$ cat src/rtl/top_level_pkg.sv
// Shared types, memory map and Hamming(16,11) SECDED helpers for the top_level accelerator.
package top_level_pkg;

  typedef enum logic [1:0] {PROG1, PROG2, PROG3} prog_e;

  typedef enum logic [2:0] {
    S_IDLE, S_WORD, S_PAT, S_SCAN, S_W0, S_W1, S_W2, S_CYC
  } state_e;

  localparam logic [7:0] P1_IN   = 8'd0;
  localparam logic [7:0] P1_OUT  = 8'd30;
  localparam logic [7:0] P2_IN   = 8'd64;
  localparam logic [7:0] P2_OUT  = 8'd94;
  localparam logic [7:0] P3_STR  = 8'd128;
  localparam logic [7:0] P3_PAT  = 8'd160;
  localparam logic [7:0] P3_OUT  = 8'd192;
  localparam logic [7:0] CYC_OUT = 8'd195;

  localparam int WORDS     = 15;
  localparam int STR_BYTES = 32;

  // d[0] is d1 ... d[10] is d11; codeword bit index equals Hamming position.
  function automatic logic [15:0] hamming_encode(input logic [10:0] d);
    logic [15:0] c;
    c       = '0;
    c[3]    = d[0];
    c[7:5]  = d[3:1];
    c[15:9] = d[10:4];
    c[1]    = d[10] ^ d[8] ^ d[6] ^ d[4] ^ d[3] ^ d[1] ^ d[0];
    c[2]    = d[10] ^ d[9] ^ d[6] ^ d[5] ^ d[3] ^ d[2] ^ d[0];
    c[4]    = d[10] ^ d[9] ^ d[8] ^ d[7] ^ d[3] ^ d[2] ^ d[1];
    c[8]    = ^d[10:4];
    c[0]    = ^c[15:1];
    return c;
  endfunction

  // Returns {P, S}: overall parity and XOR of the positions of set bits 1..15.
  function automatic logic [4:0] hamming_syndrome(input logic [15:0] c);
    logic [3:0] s;
    s = '0;
    for (int i = 1; i < 16; i++) begin
      if (c[i]) s = s ^ 4'(i);
    end
    return {^c, s};
  endfunction

  // Returns {hi_byte, lo_byte} as stored by the decode program.
  function automatic logic [15:0] hamming_decode(input logic [15:0] c);
    logic [4:0]  syn;
    logic [10:0] d;
    logic        dbl;
    syn = hamming_syndrome(c);
    d   = {c[15:9], c[7:5], c[3]};
    dbl = 1'b0;
    if (syn[4]) begin
      // Only flips landing on data positions change the extracted data.
      case (syn[3:0])
        4'd3:    d[0]  = ~d[0];
        4'd5:    d[1]  = ~d[1];
        4'd6:    d[2]  = ~d[2];
        4'd7:    d[3]  = ~d[3];
        4'd9:    d[4]  = ~d[4];
        4'd10:   d[5]  = ~d[5];
        4'd11:   d[6]  = ~d[6];
        4'd12:   d[7]  = ~d[7];
        4'd13:   d[8]  = ~d[8];
        4'd14:   d[9]  = ~d[9];
        4'd15:   d[10] = ~d[10];
        default: d = d;
      endcase
    end else if (syn[3:0] != 4'd0) begin
      dbl = 1'b1;
    end
    return {dbl, 4'b0000, d[10:8], d[7:0]};
  endfunction

endpackage

$ cat src/rtl/top_level_data_mem.sv
// Single-port byte memory: combinational read, synchronous write, never reset.
module data_mem #(
  parameter int DEPTH = 256
) (
  input  logic       clk,
  input  logic       we,
  input  logic [7:0] addr,
  input  logic [7:0] wdata,
  output logic [7:0] rdata
);

  logic [7:0] core [0:DEPTH-1];

  always_ff @(posedge clk) begin
    if (we) core[addr] <= wdata;
  end

  assign rdata = core[addr];

endmodule

$ cat src/rtl/top_level.sv
// Hardwired accelerator: each accepted req runs encode, decode, then pattern count, cyclically.
// Optional CYCLE_COUNT_EN: stores a saturating busy-cycle count in core[195] at the end of each run.
module top_level
  import top_level_pkg::*;
#(
  parameter int MEM_DEPTH = 256
) (
  input  logic clk,
  input  logic reset,
  input  logic req,
  output logic ack
);

  // Handshake: req is accepted only in S_IDLE; acceptance clears ack, and
  // ack rises together with the final memory write, staying high until the next accepted req.
  state_e      state_q, state_d;
  prog_e       prog_q, prog_d;
  logic [4:0]  idx_q, idx_d;
  logic [1:0]  step_q, step_d;
  logic [7:0]  lo_q, lo_d;
  logic [15:0] res_q, res_d;
  logic [4:0]  pat_q, pat_d;
  logic [3:0]  prev_q, prev_d;
  logic [7:0]  cnt_a_q, cnt_a_d, cnt_b_q, cnt_b_d, cnt_c_q, cnt_c_d;
  logic        ack_q, ack_d;
`ifdef CYCLE_COUNT_EN
  logic [7:0]  cyc_q, cyc_d;
`endif

  logic        mem_we;
  logic [7:0]  mem_addr, mem_wdata, mem_rdata;
  logic [7:0]  base_in, base_out, word_off;
  logic [11:0] win;
  logic [2:0]  hits_in, hits_x;
  logic        finish, done;

  data_mem #(.DEPTH(MEM_DEPTH)) data_mem1 (
    .clk   (clk),
    .we    (mem_we),
    .addr  (mem_addr),
    .wdata (mem_wdata),
    .rdata (mem_rdata)
  );

  assign base_in  = (prog_q == PROG1) ? P1_IN  : P2_IN;
  assign base_out = (prog_q == PROG1) ? P1_OUT : P2_OUT;
  assign word_off = {2'b00, idx_q, 1'b0} + {7'd0, step_q[0]};
  assign ack      = ack_q;

  // prev_q holds the low nibble of the previous byte so windows spanning a byte boundary are seen.
  always_comb begin
    win     = {prev_q, mem_rdata};
    hits_in = '0;
    hits_x  = '0;
    for (int m = 0; m < 4; m++) begin
      if (win[m +: 5] == pat_q) hits_in = hits_in + 3'd1;
    end
    for (int m = 4; m < 8; m++) begin
      if (win[m +: 5] == pat_q && idx_q != 5'd0) hits_x = hits_x + 3'd1;
    end
  end

  always_comb begin
    state_d   = state_q;
    prog_d    = prog_q;
    idx_d     = idx_q;
    step_d    = step_q;
    lo_d      = lo_q;
    res_d     = res_q;
    pat_d     = pat_q;
    prev_d    = prev_q;
    cnt_a_d   = cnt_a_q;
    cnt_b_d   = cnt_b_q;
    cnt_c_d   = cnt_c_q;
    ack_d     = ack_q;
    mem_we    = 1'b0;
    mem_addr  = '0;
    mem_wdata = '0;
    finish    = 1'b0;
    done      = 1'b0;
`ifdef CYCLE_COUNT_EN
    cyc_d     = (cyc_q != 8'hFF) ? cyc_q + 8'd1 : cyc_q;
`endif

    case (state_q)
      S_IDLE: begin
`ifdef CYCLE_COUNT_EN
        cyc_d = '0;
`endif
        if (req) begin
          ack_d   = 1'b0;
          idx_d   = '0;
          step_d  = '0;
          prev_d  = '0;
          cnt_a_d = '0;
          cnt_b_d = '0;
          cnt_c_d = '0;
          state_d = (prog_q == PROG3) ? S_PAT : S_WORD;
        end
      end
      S_WORD: begin
        case (step_q)
          2'd0: begin
            mem_addr = base_in + word_off;
            lo_d     = mem_rdata;
          end
          2'd1: begin
            mem_addr = base_in + word_off;
            res_d    = (prog_q == PROG1) ? hamming_encode({mem_rdata[2:0], lo_q})
                                         : hamming_decode({mem_rdata, lo_q});
          end
          2'd2: begin
            mem_we    = 1'b1;
            mem_addr  = base_out + word_off;
            mem_wdata = res_q[7:0];
          end
          default: begin
            mem_we    = 1'b1;
            mem_addr  = base_out + word_off;
            mem_wdata = res_q[15:8];
            idx_d     = idx_q + 5'd1;
            finish    = (idx_q == 5'(WORDS - 1));
          end
        endcase
        step_d = step_q + 2'd1;
      end
      S_PAT: begin
        mem_addr = P3_PAT;
        pat_d    = mem_rdata[4:0];
        state_d  = S_SCAN;
      end
      S_SCAN: begin
        mem_addr = P3_STR + {3'b000, idx_q};
        cnt_a_d  = cnt_a_q + {5'd0, hits_in};
        cnt_b_d  = cnt_b_q + {7'd0, (hits_in != 3'd0)};
        cnt_c_d  = cnt_c_q + {5'd0, hits_in} + {5'd0, hits_x};
        prev_d   = mem_rdata[3:0];
        idx_d    = idx_q + 5'd1;
        if (idx_q == 5'(STR_BYTES - 1)) state_d = S_W0;
      end
      S_W0: begin
        mem_we    = 1'b1;
        mem_addr  = P3_OUT;
        mem_wdata = cnt_a_q;
        state_d   = S_W1;
      end
      S_W1: begin
        mem_we    = 1'b1;
        mem_addr  = P3_OUT + 8'd1;
        mem_wdata = cnt_b_q;
        state_d   = S_W2;
      end
      S_W2: begin
        mem_we    = 1'b1;
        mem_addr  = P3_OUT + 8'd2;
        mem_wdata = cnt_c_q;
        finish    = 1'b1;
      end
`ifdef CYCLE_COUNT_EN
      S_CYC: begin
        mem_we    = 1'b1;
        mem_addr  = CYC_OUT;
        mem_wdata = cyc_q;
        done      = 1'b1;
      end
`endif
      default: state_d = S_IDLE;
    endcase

    if (finish) begin
`ifdef CYCLE_COUNT_EN
      state_d = S_CYC;
`else
      done = 1'b1;
`endif
    end

    if (done) begin
      ack_d   = 1'b1;
      state_d = S_IDLE;
      case (prog_q)
        PROG1:   prog_d = PROG2;
        PROG2:   prog_d = PROG3;
        default: prog_d = PROG1;
      endcase
    end
  end

  always_ff @(posedge clk or negedge reset) begin
    if (!reset) begin
      state_q <= S_IDLE;
      prog_q  <= PROG1;
      idx_q   <= '0;
      step_q  <= '0;
      lo_q    <= '0;
      res_q   <= '0;
      pat_q   <= '0;
      prev_q  <= '0;
      cnt_a_q <= '0;
      cnt_b_q <= '0;
      cnt_c_q <= '0;
      ack_q   <= 1'b0;
`ifdef CYCLE_COUNT_EN
      cyc_q   <= '0;
`endif
    end else begin
      state_q <= state_d;
      prog_q  <= prog_d;
      idx_q   <= idx_d;
      step_q  <= step_d;
      lo_q    <= lo_d;
      res_q   <= res_d;
      pat_q   <= pat_d;
      prev_q  <= prev_d;
      cnt_a_q <= cnt_a_d;
      cnt_b_q <= cnt_b_d;
      cnt_c_q <= cnt_c_d;
      ack_q   <= ack_d;
`ifdef CYCLE_COUNT_EN
      cyc_q   <= cyc_d;
`endif
    end
  end

endmodule

$ cat config.mk
export PLATFORM = sky130hd
export DESIGN_NAME = top_level
export DESIGN_NICKNAME = d
export VERILOG_FILES = /design/src/rtl/top_level_pkg.sv /design/src/rtl/top_level_data_mem.sv /design/src/rtl/top_level.sv
export SDC_FILE = /design/constraint.sdc
export NUM_CORES = 1
export LEC_CHECK = 0
export ABC_AREA = 1
export BUFFER_PORTS_ARGS = -buffer_cell sky130_fd_sc_hd__buf_2
export CORE_ASPECT_RATIO = 0.75
export CORE_MARGIN = 5
export CORE_UTILIZATION = 30
export DETAILED_ROUTE_END_ITERATION = 8
export PLACE_DENSITY = 0.43
export SYNTH_ARGS = -nofsm -noshare
export SYNTH_HDL_FRONTEND = slang
export SYNTH_SLANG_ARGS = --single-unit
$ cat constraint.sdc
create_clock -name clk -period 1.9 [get_ports clk]
set_input_delay 0.19 -clock clk [delete_from_list [all_inputs] [get_ports clk]]
set_output_delay 0.19 -clock clk [all_outputs]
set_load 0.05 [all_outputs]
* After elaboration in Yosys (flattened, before gate mapping)
Index checks and enable logic that the tools add are counted.
** Storage, ports and cells
- Memories :: 0
- Bits in read-only memories :: 0
- Flip-flop bits (word level) :: 13
- Bits in writable memories :: 0
- Logic and storage cells :: 54
- Input bits :: 3
- Latch bits :: 0
- Output and inout bits :: 1
** Operators by class
- Multiplexer cells :: 17
- Multipliers :: 0
- Reduce and logical (&&, ||, !) cells :: 13
- Bitwise operators :: 0
- Order comparisons :: 0
- Equal/unequal tests :: 17
- Shift operators :: 0
- Add/sub/neg operators :: 2
- Div/mod/pow operators :: 0
** Operators with widths (count)
- 3-bit case mux with 6 select lines :: 1
- 5-bit case mux with 3 select lines :: 1
- 5-bit two-way mux :: 2
- 3-bit equality test (second input constant) :: 3
- 3-bit two-way mux :: 3
- 2-bit case mux with 2 select lines :: 2
- 3-bit by 2-bit equality test with 1-bit output (second input constant) :: 2
- 3-bit != test (second input constant) :: 2
- 3-bit AND reduction :: 2
- 2-bit nonzero test :: 3
- 5-bit by 1-bit adder with 5-bit output (second input constant) :: 1
- 5-bit by 4-bit equality test with 1-bit output (second input constant) :: 1
- 5-bit equality test (second input constant) :: 1
- 1-bit two-way mux :: 5
- 2-bit by 1-bit equality test with 1-bit output (second input constant) :: 2
- 2-bit equality test (second input constant) :: 2
- 2-bit logical NOT :: 2
- 2-bit two-way mux :: 2
- 2-bit != test (second input constant) :: 2
- 2-bit AND reduction :: 2
- 3-bit by 1-bit equality test with 1-bit output (second input constant) :: 1
- 3-bit logical NOT :: 1
- 3-bit nonzero test :: 1
- 3-bit OR reduction :: 1
- 4 further kinds :: 4

* Longest topological paths before layout
- Word-level depth :: 7
- Mapped depth :: 11
- Mapped depth without buffers :: 11

* Worst setup path after synthesis
OpenSTA, ideal clock, no wires.
- Kind :: reg2reg
- Start :: register idx_q[0]
- End :: register state_q[0]
- Path buffers :: 0
- Stages on the path, launching flop included :: 12
- Setup slack :: 532 ps
- Data arrival time :: 1304 ps
- Clock period less this slack :: 1368 ps
- Path through :: dfrtp_1 > ha_1 > inv_1 > nor2_1 > ha_1 > inv_1 > nand4_1 > nand2_2 > inv_1 > nand2_1 > nand2_1 > nand2_1
** On the way
- Cells in the longest elaborated chain, start to end :: 6
- Elaborated cells on any way between the ends :: 10
- Classes of those cells :: 5 x eq/ne; 4 x mux; 1 x reduce/logical
** Ends and longest elaborated chain
- from (decl) :: line top_level.sv:18 : logic [4:0] idx_q, idx_d;
- from (signal assigned) :: line top_level.sv:209 : idx_q <= idx_d;
- 5-bit by 4-bit equality test with 1-bit output :: line top_level.sv:122 : finish = (idx_q == 5'(WORDS - 1));
- 1-bit two-way mux :: line top_level.sv:102 : case (step_q)
- 1-bit case mux with 2 select lines :: line top_level.sv:85 : case (state_q)
- 1-bit two-way mux :: line top_level.sv:170 : if (finish) begin
- 3-bit != test (no source line) or 2-bit by 1-bit != test with 1-bit output (tied branches)
- 3-bit AND reduction (no source line)
- to (signal assigned) :: line top_level.sv:207 : state_q <= state_d;
- to (decl) :: line top_level.sv:16 : state_e state_q, state_d;
Several ways; a longest one is shown, not always the timed one.
A chain may end at the register's enable or synchronous reset.

* Final worst setup path
Ends and elaborated chain as after synthesis.

==> run_results.csv <==
group,metric,value,unit
synth,synth_warnings,0,
die,num_rows,17,
die,dieArea,4170,um2
sta,finalSetupTns,0,ns
synth,synth_cell_type_count,22,
clock_network,cts.sinks,13,
clock_network,cts_tree,"built",
global_routing,groute.usage.overall,8.90,%
hold_path,holdPathEnd,"step_q[1]",
power,p_leak,0.000485,uW
hold_path,min_path_cells,4,
die,core_area,2890,um2
critical_path,worst-setup-path-type,"reg -> reg",
clock_network,htreeDepth,1,
route,post-route-drc-count,0,
clock_network,postCtsSetupRepairBufs,0,
clock_network,ctsHoldBuffers,1,
synth,yosysSeqAreaShare,36.5,%
route,highest_layer,"met4",
layout,fin_nets,127,
critical_path,setup.worst_path.start_class,"flip-flop",
layout,area_delta_synth_final,10.8,%
power,p_per_area,941,nW/um2
hold_path,hold_class,"in -> reg",
global_routing,grt_max_degree,14,
sta,slew_violations,0,
route,route.met3.wl,54,um
die,die_width,72.9,um
placement,post-dp-hpwl,1300,um
placement,post-place-ws,0.376,ns
status,status,"complete, no violations",
layout,fin_util,34.1,%
route,vias_per_cell,4.40,
synth,avgSynthCellArea,7.95,um2
placement,numPortBuffers,3,
clock_network,cts_root_buf,"clkbuf_8",
hold_path,hp-start,"req",
synth,synth_area,891,um2
layout,final_area,987,um2
critical_path,rr_startpoint,"idx_q[0]",
critical_path,arrival,1.70,ns
synth,synth_nets,120,
layout,layout-drive-gt1-share,19.5,%
global_routing,antenna_found_initial,0,
route,vias,687,
synth,synth_seq_cells,13,
critical_path,worstRegToRegCells,11,
sta,post-route-period-util,80.2,%
sta,rsz0062_at_grt,"false",
route,wl_met1,895,um
critical_path,worstSetupEndpointType,"flip-flop",
layout,mostFrequentLayoutCells,"nand2_1 (27), nand3_1 (17), inv_1 (13), dfrtp_1 (13)",
clock_network,clkLatencyLatePin,0.24,ns
sta,worstMarginPinSlew,0.489,ns
sta,skew,0.00281,ns
route,met2WireLength,677,um
placement,postPlaceCellArea,931,um2
sta,setup_viol,0,
critical_path,crit_fanout,6,
critical_path,cp_data_required_time,2.08,ns
layout,diodes,0,
critical_path,crit_start,"idx_q[0]",
placement,place.gp.congestion,0.777,
clock_network,cts_resized,0,
sta,fmax,656,MHz
sta,max_slew_margin,67.4,%
die,die_y,57.2,um
die,start_util,30.8,%
clock_network,clk_pin_slew,0.06,ns
sta,min_period,1.52,ns
critical_path,ff2ff_setup_slack,0.38,ns
clock_network,cts_buffer_depth,2,
global_routing,grt-ovfl-total,0,
layout,mostFrequentLayoutCell,"nand2_1",
sta,hold_violations,0,
route,firstDrtPassIters,4,
power,ir_drop,0.000499,V
sta,setup_slack,0.375,ns
synth,syn_inst,112,
run,maxCapViolCount,0,
critical_path,r2r-end,"state_q[0]",
global_routing,grt_pass1_vias,664,
die,ios,4,
clock_network,numCtsBuffers,3,
route,drtIter0Drc,23,
route,routedWlPerCell,10.5,um
global_routing,grt_first_pass_wirelength,2950,um
route,detail-route-antenna-nets,0,
route,wirelength,1640,um
[through the flow]
stage | power (uW) | hold slack (ns) | std cells
floorplan | 641 | -0.106 | 112
global placement | 692 | 0.0977 | 151
detailed placement | 691 | 0.0967 | 151
CTS | 943 | 0.339 | 156
global route | 1010 | 0.386 | 156
finish | 928 | 0.342 | 156
[flip-flops by register name (all words and copies together), names as in the netlist]
name and cells:
state_q 3, idx_q 5, step_q 2, ack 1, prog_q 2
[kinds of logic after synthesis]
group	Yosys count	share of synthesized area, %
xor+xnor	1	0.983
compound gates	11	6.46
fa+ha+maj	5	7.02
buf+inv	18	10.1
simple gates	64	38.9
flops	13	36.5
[cell usage after synthesis]
master     n  area [um2]
buf_6      2        22.5
o21ai_0    6        30.0
nand3b_4   2        40.0
inv_4      1        6.26
dfrtp_1   13         325
nand3_1   17        85.1
nor2_8     1        20.0
nand4_1    2        12.5
nand2b_1   1        6.26
nand2_2    6        37.5
ha_1       5        62.6
inv_2      1        3.75
o21ai_1    2        10.0
inv_6      1        8.76
a21oi_1    2        10.0
nand3_2    1        10.0
xnor2_1    1        8.76
inv_1     13        48.8
nand2_1   27         101
nor2_1     4        15.0
o211ai_1   1        7.51
nor2_2     3        18.8
[worst max-delay path by stage]
stage                            end  slack (ns)  cells after the start
after floorplan           state_q[0]        0.53                     11
after global placement    state_q[0]        0.43                     11
after detailed placement  state_q[0]        0.38                     11
after CTS                 state_q[0]        0.36                     11
after global routing      state_q[0]        0.25                     11
final                     state_q[0]        0.38                     11
[per-layer routing]
metal / vias to the layer above / global-route usage (%)
met1: 303 / 13.4
met4: 0 / 3.42
li1: 374 / -
met2: 8 / 12.0
met3: 2 / 2.29
met5: - / 0
[layout make-up]
| class | count | area (um2) |
|---|---|---|
| Fill cell | 323 | 1910 |
| Multi-Input combinational cell | 81 | 475 |
| Sequential cell | 13 | 325 |
| Inverter | 16 | 67.6 |
| Tap cell | 38 | 47.5 |
| Clock buffer | 3 | 41.3 |
| Timing Repair Buffer | 4 | 25.0 |
| Clock inverter | 1 | 5.00 |
[where the power goes]
part           internal [uW]  total [uW]  switching [uW]  leakage (uW)
Sequential               313         378            64.3      0.000172
Combinational            116         306             190      0.000287
Clock                    145         245             100     0.0000255
Total                    574         928             355      0.000485
[critical path, cell delays in order, from the launching register on]
cell and delay [ns]:
dfrtp_1 0.42, ha_1 0.24, inv_1 0.06, nor2_1 0.04, ha_1 0.17, inv_1 0.05
nand4_1 0.12, nand2_2 0.12, inv_1 0.04, nand2_1 0.07, nand2_1 0.05, nand2_1 0.08
(Power assumes the default switching activity.)
